<file path="config.mk">
export PLATFORM = sky130hd
export DESIGN_NAME = cdb_arbiter_flat
export DESIGN_NICKNAME = d
export VERILOG_FILES = /design/src/rtl/cdb_arbiter_if.sv /design/src/rtl/cdb_arbiter.sv /design/src/flat_wrapper.sv
export SDC_FILE = /design/constraint.sdc
export NUM_CORES = 1
export LEC_CHECK = 0
export CORE_MARGIN = 2
export CORE_UTILIZATION = 45
export CTS_BUF_LIST = sky130_fd_sc_hd__clkbuf_4 sky130_fd_sc_hd__clkbuf_8
export CTS_CLUSTER_DIAMETER = 30
export DETAILED_ROUTE_END_ITERATION = 8
export HOLD_SLACK_MARGIN = 0.08
export PLACE_DENSITY = 0.72
export SYNTH_ARGS = -nofsm -noshare
export SYNTH_HDL_FRONTEND = slang
export SYNTH_SLANG_ARGS = --single-unit
</file>
<file path="constraint.sdc">
create_clock -name clk -period 11 [get_ports clk]
set_clock_uncertainty 0.2 [all_clocks]
set_input_delay 1.1 -clock clk [delete_from_list [all_inputs] [get_ports clk]]
set_output_delay 1.1 -clock clk [all_outputs]
set_load 0.005 [all_outputs]
</file>
<file path="src/rtl/cdb_arbiter_if.sv">
// Producer-side result handshake and registered CDB broadcast bundle for cdb_arbiter.
// master = producers/consumers side, slave = the arbiter.
interface cdb_arbiter_if #(
  parameter int unsigned NUM_REQ = 4,
  parameter int unsigned TAG_LEN = 4,
  parameter int unsigned XLEN    = 32
);
  localparam int unsigned SRC_W = $clog2(NUM_REQ);

  logic [NUM_REQ-1:0]         req_valid;
  logic [NUM_REQ*TAG_LEN-1:0] req_tag;
  logic [NUM_REQ*XLEN-1:0]    req_value;
  logic [NUM_REQ-1:0]         req_ready;
  logic                       squash;
  logic                       cdb_valid;
  logic [TAG_LEN-1:0]         cdb_tag;
  logic [XLEN-1:0]            cdb_value;
  logic [SRC_W-1:0]           cdb_src;
  logic                       err_tag0;

  modport master (
    output req_valid, req_tag, req_value, squash,
    input  req_ready, cdb_valid, cdb_tag, cdb_value, cdb_src, err_tag0
  );

  modport slave (
    input  req_valid, req_tag, req_value, squash,
    output req_ready, cdb_valid, cdb_tag, cdb_value, cdb_src, err_tag0
  );
endinterface

</file>
<file path="src/rtl/cdb_arbiter.sv">
// Common data bus arbiter: per-producer result FIFOs drained round-robin,
// one registered broadcast per cycle, with squash flush and sticky tag-0 error.
module cdb_arbiter #(
  parameter int unsigned NUM_REQ   = 4,
  parameter int unsigned TAG_LEN   = 4,
  parameter int unsigned XLEN      = 32,
  parameter int unsigned BUF_DEPTH = 2
) (
  input  logic         clk,
  input  logic         reset,
  cdb_arbiter_if.slave bus
);
  localparam int unsigned SRC_W = $clog2(NUM_REQ);
  localparam int unsigned PTR_W = $clog2(BUF_DEPTH);
  localparam int unsigned CNT_W = PTR_W + 1;

  logic [TAG_LEN-1:0] tag_mem_q   [NUM_REQ][BUF_DEPTH];
  logic [XLEN-1:0]    value_mem_q [NUM_REQ][BUF_DEPTH];

  logic [PTR_W-1:0] head_q [NUM_REQ];
  logic [PTR_W-1:0] head_d [NUM_REQ];
  logic [PTR_W-1:0] tail_q [NUM_REQ];
  logic [PTR_W-1:0] tail_d [NUM_REQ];
  logic [CNT_W-1:0] cnt_q  [NUM_REQ];
  logic [CNT_W-1:0] cnt_d  [NUM_REQ];

  logic [SRC_W-1:0]   rr_q, rr_d;
  logic               cdb_valid_q, cdb_valid_d;
  logic [TAG_LEN-1:0] cdb_tag_q, cdb_tag_d;
  logic [XLEN-1:0]    cdb_value_q, cdb_value_d;
  logic [SRC_W-1:0]   cdb_src_q, cdb_src_d;
  logic               err_q, err_d;

  logic [TAG_LEN-1:0] tag_in [NUM_REQ];
  logic [NUM_REQ-1:0] ready, accept, enq, deq;
  logic               found;
  logic [SRC_W-1:0]   win;
  int unsigned        idx;

  always_comb begin
    ready  = '0;
    accept = '0;
    enq    = '0;
    deq    = '0;
    found  = 1'b0;
    win    = '0;
    idx    = 0;
    for (int unsigned i = 0; i < NUM_REQ; i++) begin
      tag_in[i] = bus.req_tag[i*TAG_LEN +: TAG_LEN];
      ready[i]  = (cnt_q[i] < CNT_W'(BUF_DEPTH)) && !reset;
      accept[i] = bus.req_valid[i] && ready[i];
      // Tag 0 completes the handshake but is never stored.
      enq[i]    = accept[i] && (tag_in[i] != '0);
    end

    for (int unsigned k = 0; k < NUM_REQ; k++) begin
      idx = (k + 32'(rr_q)) % NUM_REQ;
      if (!found && cnt_q[idx] != '0) begin
        found = 1'b1;
        win   = SRC_W'(idx);
      end
    end

    for (int unsigned i = 0; i < NUM_REQ; i++) begin
      deq[i] = found && (win == SRC_W'(i));
      if (bus.squash) begin
        cnt_d[i]  = '0;
        head_d[i] = '0;
        tail_d[i] = '0;
      end else begin
        cnt_d[i]  = cnt_q[i] + CNT_W'(enq[i]) - CNT_W'(deq[i]);
        head_d[i] = deq[i] ? head_q[i] + PTR_W'(1) : head_q[i];
        tail_d[i] = enq[i] ? tail_q[i] + PTR_W'(1) : tail_q[i];
      end
    end

    err_d       = err_q;
    for (int unsigned i = 0; i < NUM_REQ; i++)
      if (accept[i] && tag_in[i] == '0) err_d = 1'b1;

    cdb_valid_d = found && !bus.squash;
    cdb_tag_d   = cdb_tag_q;
    cdb_value_d = cdb_value_q;
    cdb_src_d   = cdb_src_q;
    rr_d        = rr_q;
    if (bus.squash) begin
      rr_d = '0;
    end else if (found) begin
      cdb_tag_d   = tag_mem_q[win][head_q[win]];
      cdb_value_d = value_mem_q[win][head_q[win]];
      cdb_src_d   = win;
      rr_d        = (win == SRC_W'(NUM_REQ - 1)) ? '0 : win + SRC_W'(1);
    end
  end

  always_ff @(posedge clk or posedge reset) begin
    if (reset) begin
      for (int unsigned i = 0; i < NUM_REQ; i++) begin
        head_q[i] <= '0;
        tail_q[i] <= '0;
        cnt_q[i]  <= '0;
      end
      rr_q        <= '0;
      cdb_valid_q <= 1'b0;
      cdb_tag_q   <= '0;
      cdb_value_q <= '0;
      cdb_src_q   <= '0;
      err_q       <= 1'b0;
    end else begin
      for (int unsigned i = 0; i < NUM_REQ; i++) begin
        head_q[i] <= head_d[i];
        tail_q[i] <= tail_d[i];
        cnt_q[i]  <= cnt_d[i];
      end
      rr_q        <= rr_d;
      cdb_valid_q <= cdb_valid_d;
      cdb_tag_q   <= cdb_tag_d;
      cdb_value_q <= cdb_value_d;
      cdb_src_q   <= cdb_src_d;
      err_q       <= err_d;
    end
  end

  // Storage needs no reset: entries are only visible while counted.
  always_ff @(posedge clk) begin
    for (int unsigned i = 0; i < NUM_REQ; i++) begin
      if (!bus.squash && enq[i]) begin
        tag_mem_q[i][tail_q[i]]   <= tag_in[i];
        value_mem_q[i][tail_q[i]] <= bus.req_value[i*XLEN +: XLEN];
      end
    end
  end

  assign bus.req_ready = ready;
  assign bus.cdb_valid = cdb_valid_q;
  assign bus.cdb_tag   = cdb_tag_q;
  assign bus.cdb_value = cdb_value_q;
  assign bus.cdb_src   = cdb_src_q;
  assign bus.err_tag0  = err_q;
endmodule

</file>
<file path="src/flat_wrapper.sv">
// flat-port wrapper written by rule: the top's interface ports become plain ports
module cdb_arbiter_flat 
#(
  parameter int unsigned NUM_REQ   = 4,
  parameter int unsigned TAG_LEN   = 4,
  parameter int unsigned XLEN      = 32,
  parameter int unsigned BUF_DEPTH = 2
)
  (clk, reset, bus_req_valid, bus_req_tag, bus_req_value, bus_squash, bus_req_ready, bus_cdb_valid, bus_cdb_tag, bus_cdb_value, bus_cdb_src, bus_err_tag0);
  cdb_arbiter_if #(.NUM_REQ(NUM_REQ), .TAG_LEN(TAG_LEN), .XLEN(XLEN)) bus_i ();
  input  logic clk;
  input  logic reset;
  input wire logic [$bits(bus_i.req_valid)-1:0] bus_req_valid;
  input wire logic [$bits(bus_i.req_tag)-1:0] bus_req_tag;
  input wire logic [$bits(bus_i.req_value)-1:0] bus_req_value;
  input wire logic [$bits(bus_i.squash)-1:0] bus_squash;
  output wire logic [$bits(bus_i.req_ready)-1:0] bus_req_ready;
  output wire logic [$bits(bus_i.cdb_valid)-1:0] bus_cdb_valid;
  output wire logic [$bits(bus_i.cdb_tag)-1:0] bus_cdb_tag;
  output wire logic [$bits(bus_i.cdb_value)-1:0] bus_cdb_value;
  output wire logic [$bits(bus_i.cdb_src)-1:0] bus_cdb_src;
  output wire logic [$bits(bus_i.err_tag0)-1:0] bus_err_tag0;
  assign bus_i.req_valid = bus_req_valid;
  assign bus_i.req_tag = bus_req_tag;
  assign bus_i.req_value = bus_req_value;
  assign bus_i.squash = bus_squash;
  assign bus_req_ready = bus_i.req_ready;
  assign bus_cdb_valid = bus_i.cdb_valid;
  assign bus_cdb_tag = bus_i.cdb_tag;
  assign bus_cdb_value = bus_i.cdb_value;
  assign bus_cdb_src = bus_i.cdb_src;
  assign bus_err_tag0 = bus_i.err_tag0;
  cdb_arbiter #(.NUM_REQ(NUM_REQ), .TAG_LEN(TAG_LEN), .XLEN(XLEN), .BUF_DEPTH(BUF_DEPTH)) u_core (.clk(clk), .reset(reset), .bus(bus_i));
endmodule
</file>
* Yosys cells after proc, flatten, opt, wreduce, memory -nomap -nowiden
Memories as Yosys holds them, arrays and structs flattened.
Cells that the tools add are included.
** Operators by class
- $add $sub $neg :: 20
- Order comparisons :: 18
- Equal/unequal tests :: 3
- Multiplexer cells :: 84
- Bitwise logic cells :: 11
- Reductions and logical operators :: 61
** Operators by type and width (count)
- 2-to-1 mux 64 bit :: 4
- 2-to-1 mux 32 bit :: 7
- greater-or-equal comparator 33 x 3 -> 1 bit, second input constant :: 4
- inverter 2 -> 33 bit :: 4
- demux 32 bit (select 1 bit) :: 4
- 2-to-1 mux 2 bit :: 19
- logical AND 1 bit :: 32
- 2-to-1 mux 8 bit :: 4
- 2-to-1 mux 1 bit :: 30
- 2-to-1 mux 4 bit :: 7
- nonzero test 2 bit :: 13
- nonzero test 4 bit :: 5
- binary-select mux 2 bit (select 2 bit) :: 4
- demux 4 bit (select 1 bit) :: 4
- zero test 4 bit :: 4
- greater-or-equal comparator 2 bit, second input constant :: 5
- inverter 1 -> 2 bit :: 5
- adder 1 bit, second input constant :: 8
- adder 2 x 1 -> 2 bit :: 4
- less-than comparator 2 x 1 -> 1 bit, second input constant :: 4
- less-than comparator 2 bit, second input constant :: 4
- subtractor 2 x 1 -> 2 bit :: 4
- zero test 1 bit :: 5
- adder 2 bit, first input constant :: 2
- 10 further kinds :: 11
** Storage, ports and cells
- Flip-flop bits (word level) :: 58
- Bits in writable memories :: 288
- Memories kept :: 2
** Memories
- u_core.value_mem_q :: depth 4, bits a word 64, read ports 1, clocked after memory_dff 0, wr ports 4, RTL line cdb_arbiter.sv:18 : logic [XLEN-1:0] value_mem_q [NUM_REQ][BUF_DEPTH];
- u_core.tag_mem_q :: depth 4, bits a word 8, read ports 1, clocked after memory_dff 0, wr ports 4, RTL line cdb_arbiter.sv:17 : logic [TAG_LEN-1:0] tag_mem_q [NUM_REQ][BUF_DEPTH];

* Depth between registers and ports, before layout
Gate-level depths: netlist (run 1).
- Word-level depth :: 23
- Depth in mapped cells :: 15

* Worst setup path after synthesis (run 1)
No wires, ideal clock.
- Kind :: input-to-reg
- Start point :: input reset
- End point :: memory u_core.tag_mem_q[1][4] in the netlist's numbering (enable)
- Library setup time :: 0.519 ns
- Arrival :: 4.842 ns
- Path slack :: 5.438 ns
- Stages :: 3
- Cells stage by stage :: nor2_1 > nand2_1 > nor4_1
** RTL lines
- start: declaration :: RTL line flat_wrapper.sv:12 : input logic reset;
- end: declaration :: RTL line cdb_arbiter.sv:17

==> reports/results.md, run 1 <==
| Result | Value | Unit |
|---|---|---|
| F_max | 258 | MHz |
| Top post-synthesis cells by area | edfxtp_1, dfrtp_1, mux2i_1 | - |
| Count of standard-cell rows | 64 | - |
| Worst slew margin | 0.188 | - |
| Cells after synthesis | 839 | - |
| Dpl hpwl | 21400 | um |
| Die span in x | 180 | um |
| Crit share post-route | 0.352 | - |
| Share of the synthesized area in the top cell type | 0.624 | - |
| Starting density of the core | 0.456 | - |
| Total count of hold-check failures in the final report | 0 | - |
| Detailed-route via count | 8083 | - |
| CTS buffer count | 69 | - |
| # setup viols final | 0 | - |
| Number of routed nets with antenna violations | 0 | - |
| Layout area overhead | 28.9 | % |
| Final worst slack | 7120 | ps |
| Portion of total power attributed to the clock network | 0.341 | - |
| Total die area | 32200 | um^2 |
| Largest buffer count on any clock path | 3 | - |
| Total of flip-flops plus latches after synthesis | 346 | - |
| Weighted congestion at the end of routability-driven global placement | 0.817 | - |
| Buffers inserted by post-CTS timing repair | 0 | - |
| Synthesized area per cell | 16.5 | um^2 |
| Total negative setup slack | 0 | ps |
| Minimum clock period | 3880 | ps |
| Number of placed I/O pins | 195 | - |
| Clock Pin Slew Worst Setup and Hold Paths | 60 | ps |
| Routed length per placed instance | 21.3 | um |
| Number of global-route vias before repair | 8417 | - |
| Clock Root Buffer | clkbuf_8 | - |
| Total power divided by cell area | 245 | nW/um^2 |
| Predominant post-synthesis flop cell | edfxtp_1 | - |
| DRC marker count from the first detailed-route iteration | 699 | - |
| Net Switching | 1.33 | mW |
| Max rail drop VDD | 0.000178 | V |
| Initial antenna violation count | 5 | - |
| Top cell type by total area after synthesis | edfxtp_1 | - |
| IO buf count | 194 | - |
| Post-synthesis cell area | 13900 | um^2 |
| Sink Count | 346 | - |
| Number of library cell types mapped by synthesis | 40 | - |
| Nets@finish | 1233 | - |
| Pin slew with the least headroom to its limit | 1220 | ps |
| Reported max-cap violation count | 0 | - |
| Count of cells resized by post-cts repair | 0 | - |
| Result of the run | complete, no violations | - |
| Share of final-layout standard cells stronger than drive strength 1 | 0.194 | - |
| Data arrival time of the worst path | 4120 | ps |
| Class of the worst hold path | register to register | - |
| Part of the Yosys area used for sequential elements | 0.728 | - |
| Post-synth EDFFs | 288 | - |
| DP Worst Slack | 6960 | ps |
| Count of TritonRoute iterations in the first routing pass | 7 | - |
| Critical-path maximum fanout | 82 | - |
| Clk_lat worst skew | 570 | ps |
| Internal portion of total power | 3.05 | mW |
| Overall routed net length | 32500 | um |
| Synthesis Warnings | 0 | - |
| Static Leakage | 6.11 | nW |
| Net count after synthesis | 1000 | - |
| Residual overflow from global routing | 0 | - |
| Startpoint types | register | - |
| Fraction of registers with async set or reset after synthesis | 0.168 | - |
| DRC viols | 0 | - |
| Pins over their slew limit | 0 | - |
| Worst Setup Path Type | register to register | - |
| Core Region | 30400 | um^2 |
| Per-cell via count in the routed design | 5.30 | - |
| Portion of total power attributed to combinational logic | 0.278 | - |
| # hold bufs at CTS | 0 | - |
| Setup repair after global routing missed its margin | false | - |
| Aggregate global-route resource usage | 0.199 | - |
| Largest net degree at the start of global routing | 83 | - |
| First-pass GRT wire length | 48900 | um |
| Sw frac | 0.303 | - |
| Sequential share of power | 0.381 | - |
| Total number of H-tree levels | 3 | - |
| CTS tree | done | - |
| Die Y-Extent | 180 | um |
| Crit path capture type | register | - |
| Required time worst endpoint | 11250 | ps |
critical path: stages (launching register included):
cell and delay (ps):
dfrtp_1 430, o21a_1 240, o21ai_2 120, buf_4 380, and3_4 260, buf_4 780, ha_1 270, and2_1 160
ha_1 230, inv_1 60, ha_1 150, xor2_1 210, xnor2_1 140, nor2_1 50
cell families (layout without fill, tap and decap cells):
family / after synthesis / in the layout / share of synthesized area
AND/OR/NAND/NOR: 140 / 140 / 0.0510
XOR/XNOR: 14 / 14 / 0.00884
other: 0 / 2 / 0
multiplexers: 180 / 180 / 0.136
adder cells (fa/ha/maj): 10 / 10 / 0.00902
flip-flops: 346 / 346 / 0.728
buffers and inverters: 61 / 349 / 0.0196
AO/OA/AOI/OAI: 88 / 88 / 0.0469
cell usage after synthesis, types with 12 or more instances:
cell type    n
mux2i_1    108
o211ai_1    72
nand2_1     45
dfrtp_1     58
nand4_1     38
edfxtp_1   288
clkbuf_1    25
inv_1       12
buf_2       13
mux2_2      67
nor2_1      23
path summary, 6_finish.rpt:
path,start,end,slack (ps),cells past startpoint
worst min-delay path,u_core.bus.err_tag0$_DFFE_PP0P_,u_core.bus.err_tag0$_DFFE_PP0P_,300,2
min in group asynchronous,reset,u_core.head_q[0]$_DFFE_PP0P_,1010,3
worst max-delay path,u_core.cnt_q[7]$_DFF_PP0_,u_core.cnt_q[5]$_DFF_PP0_,7120,13
worst max register to register,u_core.cnt_q[7]$_DFF_PP0_,u_core.cnt_q[5]$_DFF_PP0_,7120,13
worst min register to register,u_core.bus.err_tag0$_DFFE_PP0P_,u_core.bus.err_tag0$_DFFE_PP0P_,300,2
max in group asynchronous,reset,u_core.head_q[2]$_DFFE_PP0P_,9070,3
stage by stage:
stage               cells  hold WS [ps]  area (um^2)  power (mW)   util
finish               1525           297        17900        4.38  0.588
global route         1525           328        17900        4.59  0.588
CTS                  1523           296        17900        4.41  0.588
detailed placement   1397           279        16300        2.91  0.534
global placement     1397           268        16300        2.89  0.534
floorplan             839           270        13900        2.43      -
sequential cells by signal (all words and copies together), names as in the netlist:
register,cells
u_core.value_mem_q,256
u_core.head_q,4
u_core.rr_q,2
u_core.tag_mem_q,32
u_core.tail_q,4
u_core.cnt_q,8
u_core.bus.cdb_value,32
u_core.bus.cdb_tag,4
u_core.bus.err_tag0,1
u_core.bus.cdb_src,2
u_core.bus.cdb_valid,1
metal layers:
metal / part of all wire / GRT usage
met3: 0.056 / 0.0484
met1: 0.43 / 0.265
met2: 0.48 / 0.311
met5: 0.0010 / 0
met4: 0.032 / 0.0920
layout by cell type (no fill, tap or decap), types with 14 or more instances in the layout:
cell type and n:
dfrtp_1 55, mux2_2 67, mux2i_1 108, edfxtp_1 288
clkbuf_8 74, clkdlybuf4s50_1 194, buf_4 17, nand2_1 45
clkbuf_4 14, nor2_1 23, nand4_1 38, o211ai_1 72
final cells by class:
type | count | area (um^2)
clock buffer | 88 | 1120
sequential | 346 | 10100
multi-input combinational | 432 | 3550
inverter | 12 | 45.0
antenna | 2 | 5.00
clock inverter | 38 | 494
tap | 396 | 495
fill | 2324 | 12500
timing repair buffer | 211 | 2070
power by group through the flow:
| stage | clock network [mW] | logic (mW) | registers, mW |
|---|---|---|---|
| after floorplan | 0 | 0.784 | 1.64 |
| final | 1.49 | 1.22 | 1.67 |
| after global routing | 1.59 | 1.32 | 1.68 |
| after detailed placement | 0 | 1.21 | 1.70 |
| after CTS | 1.52 | 1.22 | 1.67 |
| after global placement | 0 | 1.19 | 1.69 |
(Power assumes the default switching activity.)
==> run 2: changes to the inputs <==
--- a/config.mk
+++ b/config.mk
@@ -11,7 +11,7 @@
 export CTS_CLUSTER_DIAMETER = 30
 export DETAILED_ROUTE_END_ITERATION = 8
 export HOLD_SLACK_MARGIN = 0.08
-export PLACE_DENSITY = 0.72
+export PLACE_DENSITY = 0.74
 export SYNTH_ARGS = -nofsm -noshare
 export SYNTH_HDL_FRONTEND = slang
 export SYNTH_SLANG_ARGS = --single-unit
==> constraint.sdc (replaced) <==
create_clock -name clk -period 3.2 [get_ports clk]
set_clock_uncertainty 0.2 [all_clocks]
set_input_delay 0.32 -clock clk [delete_from_list [all_inputs] [get_ports clk]]
set_output_delay 0.32 -clock clk [all_outputs]
set_load 0.005 [all_outputs]
==> reports/results.md, run 2 (synthesis gave the netlist of run 1 again) <==
| Result | Value | Unit |
|---|---|---|
| Most common cell after layout, fill and taps aside | edfxtp_1 | - |
| Tightest hold margin | 134 | ps |
| R2r setup slk | 210 | ps |
| Number of placed I/O pins | 195 | - |
| Total count of hold-check failures in the final report | 0 | - |
| Setup repair after global routing missed its margin | false | - |
| Die span in x | 180 | um |
| Buf+Inv Stages, Crit Path | 2 | - |
| Crit share post-route | 0.936 | - |
| Clock Root Buffer | clkbuf_8 | - |
| Count of TritonRoute iterations in the first routing pass | 5 | - |
| Final instance count without filler cells | 1532 | - |
| Initial antenna violation count | 4 | - |
| Static Leakage | 6.09 | nW |
| Pin slew with the least headroom to its limit | 1160 | ps |
| Die Y-Extent | 180 | um |
| Largest register FFs | 256 | - |
| Data arrival time of the worst path | 3220 | ps |
| Detailed-route via count | 8175 | - |
| Critical-path maximum fanout | 6 | - |
| Worst Hold Launch | bus_req_value[47] | - |
| Number of global-route vias before repair | 8443 | - |
| Overall routed net length | 31600 | um |
| Routed length per placed instance | 20.6 | um |
| Pins over their slew limit | 0 | - |
| # hold bufs at CTS | 0 | - |
| CTS buffer count | 67 | - |
| Class of the worst hold path | input port to register | - |
| Result of the run | complete, no violations | - |
| Most common cell on crit path | ha_1 | - |
| DRC marker count from the first detailed-route iteration | 651 | - |
| DP Worst Slack | 274 | ps |
| End point of the most critical hold path | u_core.value_mem_q[1][15]$_DFFE_PP_ | - |
| Nets@finish | 1241 | - |
| Crit path cell chain | or2_0 > o311a_1 > or2_4 > inv_1 > ha_1 > and2_1 > ha_1 > inv_1 > ha_1 > xor2_1 > xnor2_1 > nor2_1 | - |
| Core Region | 30400 | um^2 |
| Residual overflow from global routing | 0 | - |
| Total power divided by cell area | 796 | nW/um^2 |
| Worst slew margin | 0.229 | - |
| Placed cell count | 1407 | - |
| Leading cell types in the layout, fill and taps excluded | edfxtp_1, clkdlybuf4s50_1, mux2i_1 | - |
| Share of final-layout standard cells stronger than drive strength 1 | 0.196 | - |
| Count of standard-cell rows | 64 | - |
| F_max | 334 | MHz |
| Required time worst endpoint | 3420 | ps |
| Total number of H-tree levels | 3 | - |
| Minimum clock period | 2990 | ps |
| Starting density of the core | 0.456 | - |
| Placed standard-cell area | 16500 | um^2 |
| # setup viols final | 0 | - |
| Dpl hpwl | 21300 | um |
| DRC viols | 0 | - |
| Total die area | 32200 | um^2 |
| First-pass GRT wire length | 48200 | um |
| Largest net degree at the start of global routing | 41 | - |
| Startpoint types | register | - |
| Crit path capture type | register | - |
| Aggregate global-route resource usage | 0.195 | - |
| Register-to-Register Path Depth | 12 | - |
| Sink Count | 346 | - |
| Delay-heaviest family, CP | simple AND/OR/NAND/NOR gates | - |
| Crit-path slowest cell | dfrtp_1 | - |
| Number of routed nets with antenna violations | 0 | - |
| Clock Pin Slew Worst Setup and Hold Paths | 60 | ps |
| Slowest stage delay, CP | 420 | ps |
| Total negative setup slack | 0 | ps |
| Clk_lat worst skew | 560 | ps |
| Depth of the worst hold-timing path | 1 | - |
| R2R Path End | u_core.cnt_q[1]$_DFF_PP0_ | - |
| Reported max-cap violation count | 0 | - |
| Final worst slack | 205 | ps |
| Weighted congestion at the end of routability-driven global placement | 0.848 | - |
| Post-route standard cell area excluding fillers | 17900 | um^2 |
| Source of the worst register-to-register timing path | u_core.cnt_q[5]$_DFF_PP0_ | - |
| Max rail drop VDD | 0.000602 | V |
| Largest buffer count on any clock path | 3 | - |
| Per-cell via count in the routed design | 5.34 | - |
| Worst Setup Path Type | register to register | - |
| IO buf count | 194 | - |
| Layout area overhead | 28.9 | % |
| CTS tree | done | - |
## run 2: cell types whose count changed in the layout (fill, tap and decap cells not counted), moves of 3 or more
cell,previous run,this run
buf_12,0,12
bufinv_16,11,2
clkbuf_8,74,71
clkinv_1,5,8
clkinv_2,9,12
inv_6,1,5
nor4_2,4,0
nor4_4,0,4
## run 2: repair_timing
action | in CTS | in global routing
endpoints found under the hold margin | 0 | 0
gates resized for setup | 0 | 1
setup endpoints to repair | 0 | 1
setup buffers | 0 | 0
## run 2: area by class of cell
type	instances	area, um^2
Fill cell	2342	12600
Sequential cell	346	10100
Multi-Input combinational cell	432	3580
Timing Repair Buffer	221	2290
Clock buffer	84	1070
Tap cell	396	495
Clock inverter	37	270
Inverter	12	45.0
Antenna cell	4	10.0
## run 2: worst max path at each step
stage                                         start                               end  slack (ps)  depth (start not counted)
final                     u_core.cnt_q[5]$_DFF_PP0_         u_core.cnt_q[1]$_DFF_PP0_         210                         12
after global routing      u_core.cnt_q[5]$_DFF_PP0_         u_core.cnt_q[1]$_DFF_PP0_          60                         12
after CTS                 u_core.cnt_q[5]$_DFF_PP0_         u_core.cnt_q[1]$_DFF_PP0_         160                         12
after floorplan           u_core.cnt_q[7]$_DFF_PP0_  u_core.tag_mem_q[0][4]$_DFFE_PP_        -140                          3
after global placement    u_core.cnt_q[5]$_DFF_PP0_         u_core.cnt_q[1]$_DFF_PP0_         300                         12
after detailed placement  u_core.cnt_q[5]$_DFF_PP0_         u_core.cnt_q[1]$_DFF_PP0_         270                         12
## run 2: stage by stage
step                power, mW  utilization
finish                   14.2        0.588
global route             15.0        0.588
CTS                      14.4        0.587
detailed placement       10.1        0.543
global placement         9.97        0.543
floorplan                8.34            -
## run 2: report_power, final
| group | switching [mW] | internal, mW |
|---|---|---|
| clock | 1.86 | 2.41 |
| sequential | 0.377 | 5.35 |
| combinational | 2.24 | 2.00 |
## run 2: routing by layer
metal	up-vias	routed length (um)	track usage
met4	0	943	0.0865
met5	-	0	0
met1	4070	14100	0.270
met2	270	14900	0.300
li1	3774	-	-
met3	61	1660	0.0401
==> run 3: changes to the inputs <==
--- a/config.mk
+++ b/config.mk
@@ -5,13 +5,15 @@
 export SDC_FILE = /design/constraint.sdc
 export NUM_CORES = 1
 export LEC_CHECK = 0
+export CORE_ASPECT_RATIO = 1.2
 export CORE_MARGIN = 2
 export CORE_UTILIZATION = 45
 export CTS_BUF_LIST = sky130_fd_sc_hd__clkbuf_4 sky130_fd_sc_hd__clkbuf_8
 export CTS_CLUSTER_DIAMETER = 30
 export DETAILED_ROUTE_END_ITERATION = 8
+export DONT_BUFFER_PORTS = 1
 export HOLD_SLACK_MARGIN = 0.08
-export PLACE_DENSITY = 0.74
+export PLACE_DENSITY = 0.66
 export SYNTH_ARGS = -nofsm -noshare
 export SYNTH_HDL_FRONTEND = slang
 export SYNTH_SLANG_ARGS = --single-unit
==> reports/results.md, run 3 (synthesis gave the netlist of run 1 again) <==
| Result | Value | Unit |
|---|---|---|
| Placed cell count | 1214 | - |
| DRC viols | 0 | - |
| Class of the worst hold path | input port to register | - |
| Post-route standard cell area excluding fillers | 17800 | um^2 |
| Result of the run | complete, no violations | - |
| Max rail drop VDD | 0.000599 | V |
| Dpl hpwl | 20700 | um |
| IO buf count | 0 | - |
| Routed length per placed instance | 21.9 | um |
| Residual overflow from global routing | 0 | - |
| DP Worst Slack | 253 | ps |
| Count of standard-cell rows | 70 | - |
| Die Y-Extent | 196 | um |
| Reported max-cap violation count | 0 | - |
| Layout fillers | 2310 | - |
| Number of routed nets with antenna violations | 0 | - |
| Die span in x | 164 | um |
| Minimum clock period | 2990 | ps |
| Crit path capture type | register | - |
| Clock Root Buffer | clkbuf_8 | - |
| R2r setup slk | 210 | ps |
| Sink Count | 346 | - |
| Required time worst endpoint | 3420 | ps |
| Tightest hold margin | 112 | ps |
| Count of TritonRoute iterations in the first routing pass | 5 | - |
| Pins over their slew limit | 0 | - |
| Largest buffer count on any clock path | 3 | - |
| Startpoint types | register | - |
| Layout area overhead | 28.1 | % |
| Largest net degree at the start of global routing | 43 | - |
| Crit share post-route | 0.934 | - |
| DRC marker count from the first detailed-route iteration | 336 | - |
| F_max | 335 | MHz |
| Pin slew with the least headroom to its limit | 1140 | ps |
| Data arrival time of the worst path | 3210 | ps |
| CTS buffer count | 73 | - |
| CTS tree | done | - |
| Weighted congestion at the end of routability-driven global placement | 0.841 | - |
| First-pass GRT wire length | 50400 | um |
| Largest register FFs | 256 | - |
| Initial antenna violation count | 0 | - |
| Final worst slack | 212 | ps |
| Overall routed net length | 32900 | um |
| Leading cell types in the layout, fill and taps excluded | edfxtp_1, dlygate4sd3_1, mux2i_1 | - |
| # setup viols final | 0 | - |
| Clock Pin Slew Worst Setup and Hold Paths | 60 | ps |
| Number of global-route vias before repair | 8745 | - |
| Total count of hold-check failures in the final report | 0 | - |
| Per-cell via count in the routed design | 5.40 | - |
| Total die area | 32200 | um^2 |
| Aggregate global-route resource usage | 0.208 | - |
| Worst Setup Path Type | register to register | - |
| Total number of H-tree levels | 3 | - |
| Static Leakage | 6.15 | nW |
| Total power divided by cell area | 833 | nW/um^2 |
| Most common cell after layout, fill and taps aside | edfxtp_1 | - |
| Count of inserted antenna diode cells | 0 | - |
| Share of final-layout standard cells stronger than drive strength 1 | 0.219 | - |
| Post-layout power | 14.8 | mW |
| Worst slew margin | 0.240 | - |
| Nets@finish | 1211 | - |
| Clk_lat worst skew | 590 | ps |
| Placed standard-cell area | 14500 | um^2 |
| Detailed-route via count | 8129 | - |
| Post-Route Utilization | 0.585 | - |
| Final instance count without filler cells | 1505 | - |
| Setup repair after global routing missed its margin | false | - |
| Number of placed I/O pins | 195 | - |
| Critical-path maximum fanout | 6 | - |
| Core Region | 30400 | um^2 |
| Buffers inserted by post-CTS timing repair | 0 | - |
| Total negative setup slack | 0 | ps |
| Starting density of the core | 0.456 | - |
==> run 3: changes by cell type in the layout (fill, tap and decap cells not counted), moves of 5 or more <==
cell / before / now
clkdlybuf4s50_1: 194 / 0
buf_12: 12 / 5
clkbuf_8: 71 / 82
dlygate4sd3_1: 0 / 157
bufinv_16: 2 / 9
clkinv_1: 8 / 3
buf_4: 15 / 23
==> run 3: path summary, 6_finish.rpt <==
check / startpoint / depth (start not counted) / endpoint
setup / recovery: u_core.cnt_q[5]$_DFF_PP0_ / 12 / u_core.cnt_q[1]$_DFF_PP0_
hold / removal: bus_req_tag[7] / 4 / u_core.tail_q[2]$_DFFE_PP0P_
setup reg to reg: u_core.cnt_q[5]$_DFF_PP0_ / 12 / u_core.cnt_q[1]$_DFF_PP0_
hold reg to reg: u_core.bus.cdb_src[1]$_DFFE_PP0P_ / 1 / u_core.bus.cdb_src[1]$_DFFE_PP0P_
max in group asynchronous: reset / 3 / u_core.bus.cdb_src[1]$_DFFE_PP0P_
min in group asynchronous: reset / 2 / u_core.bus.cdb_value[13]$_DFFE_PP0P_
==> run 3: layout make-up <==
cell class,instances,area (um^2),area share
multi-input cells,432,3590,0.202
clock inverters,37,454,0.0256
repair buffers,185,1840,0.104
inverters,12,45.0,0.00253
well taps,396,495,0.0279
clock buffers,97,1240,0.0698
flip-flops and latches,346,10100,0.569
==> run 3: report_power, final <==
group | switching, mW | leakage [nW] | total, mW | internal, mW
clock | 2.00 | 0.852 | 5.29 | 3.29
combinational | 2.09 | 1.96 | 3.65 | 1.56
sequential | 0.499 | 3.34 | 5.85 | 5.35
total | 4.59 | 6.15 | 14.8 | 10.2
==> run 3: critical path, cell delays in order (launching register included) <==
cell	delay (ps)
dfrtp_1	430
or2_0	230
o311a_1	410
or2_4	300
inv_1	110
ha_1	170
and2_1	170
ha_1	240
inv_1	60
ha_1	150
xor2_1	170
xnor2_1	140
nor2_1	50
==> run 3: layer usage <==
layer / vias up / part of all wire / GRT usage
li1: 3727 / - / -
met1: 4050 / 0.42 / 0.270
met2: 282 / 0.49 / 0.340
met3: 70 / 0.057 / 0.0469
met4: 0 / 0.029 / 0.0845
met5: - / 0 / 0
==> run 3: timing repair <==
action,4_1_cts,5_1_grt
setup endpoints to repair,0,1
hold endpoints to repair,433,0
resized for setup,0,1
hold buffers,157,0
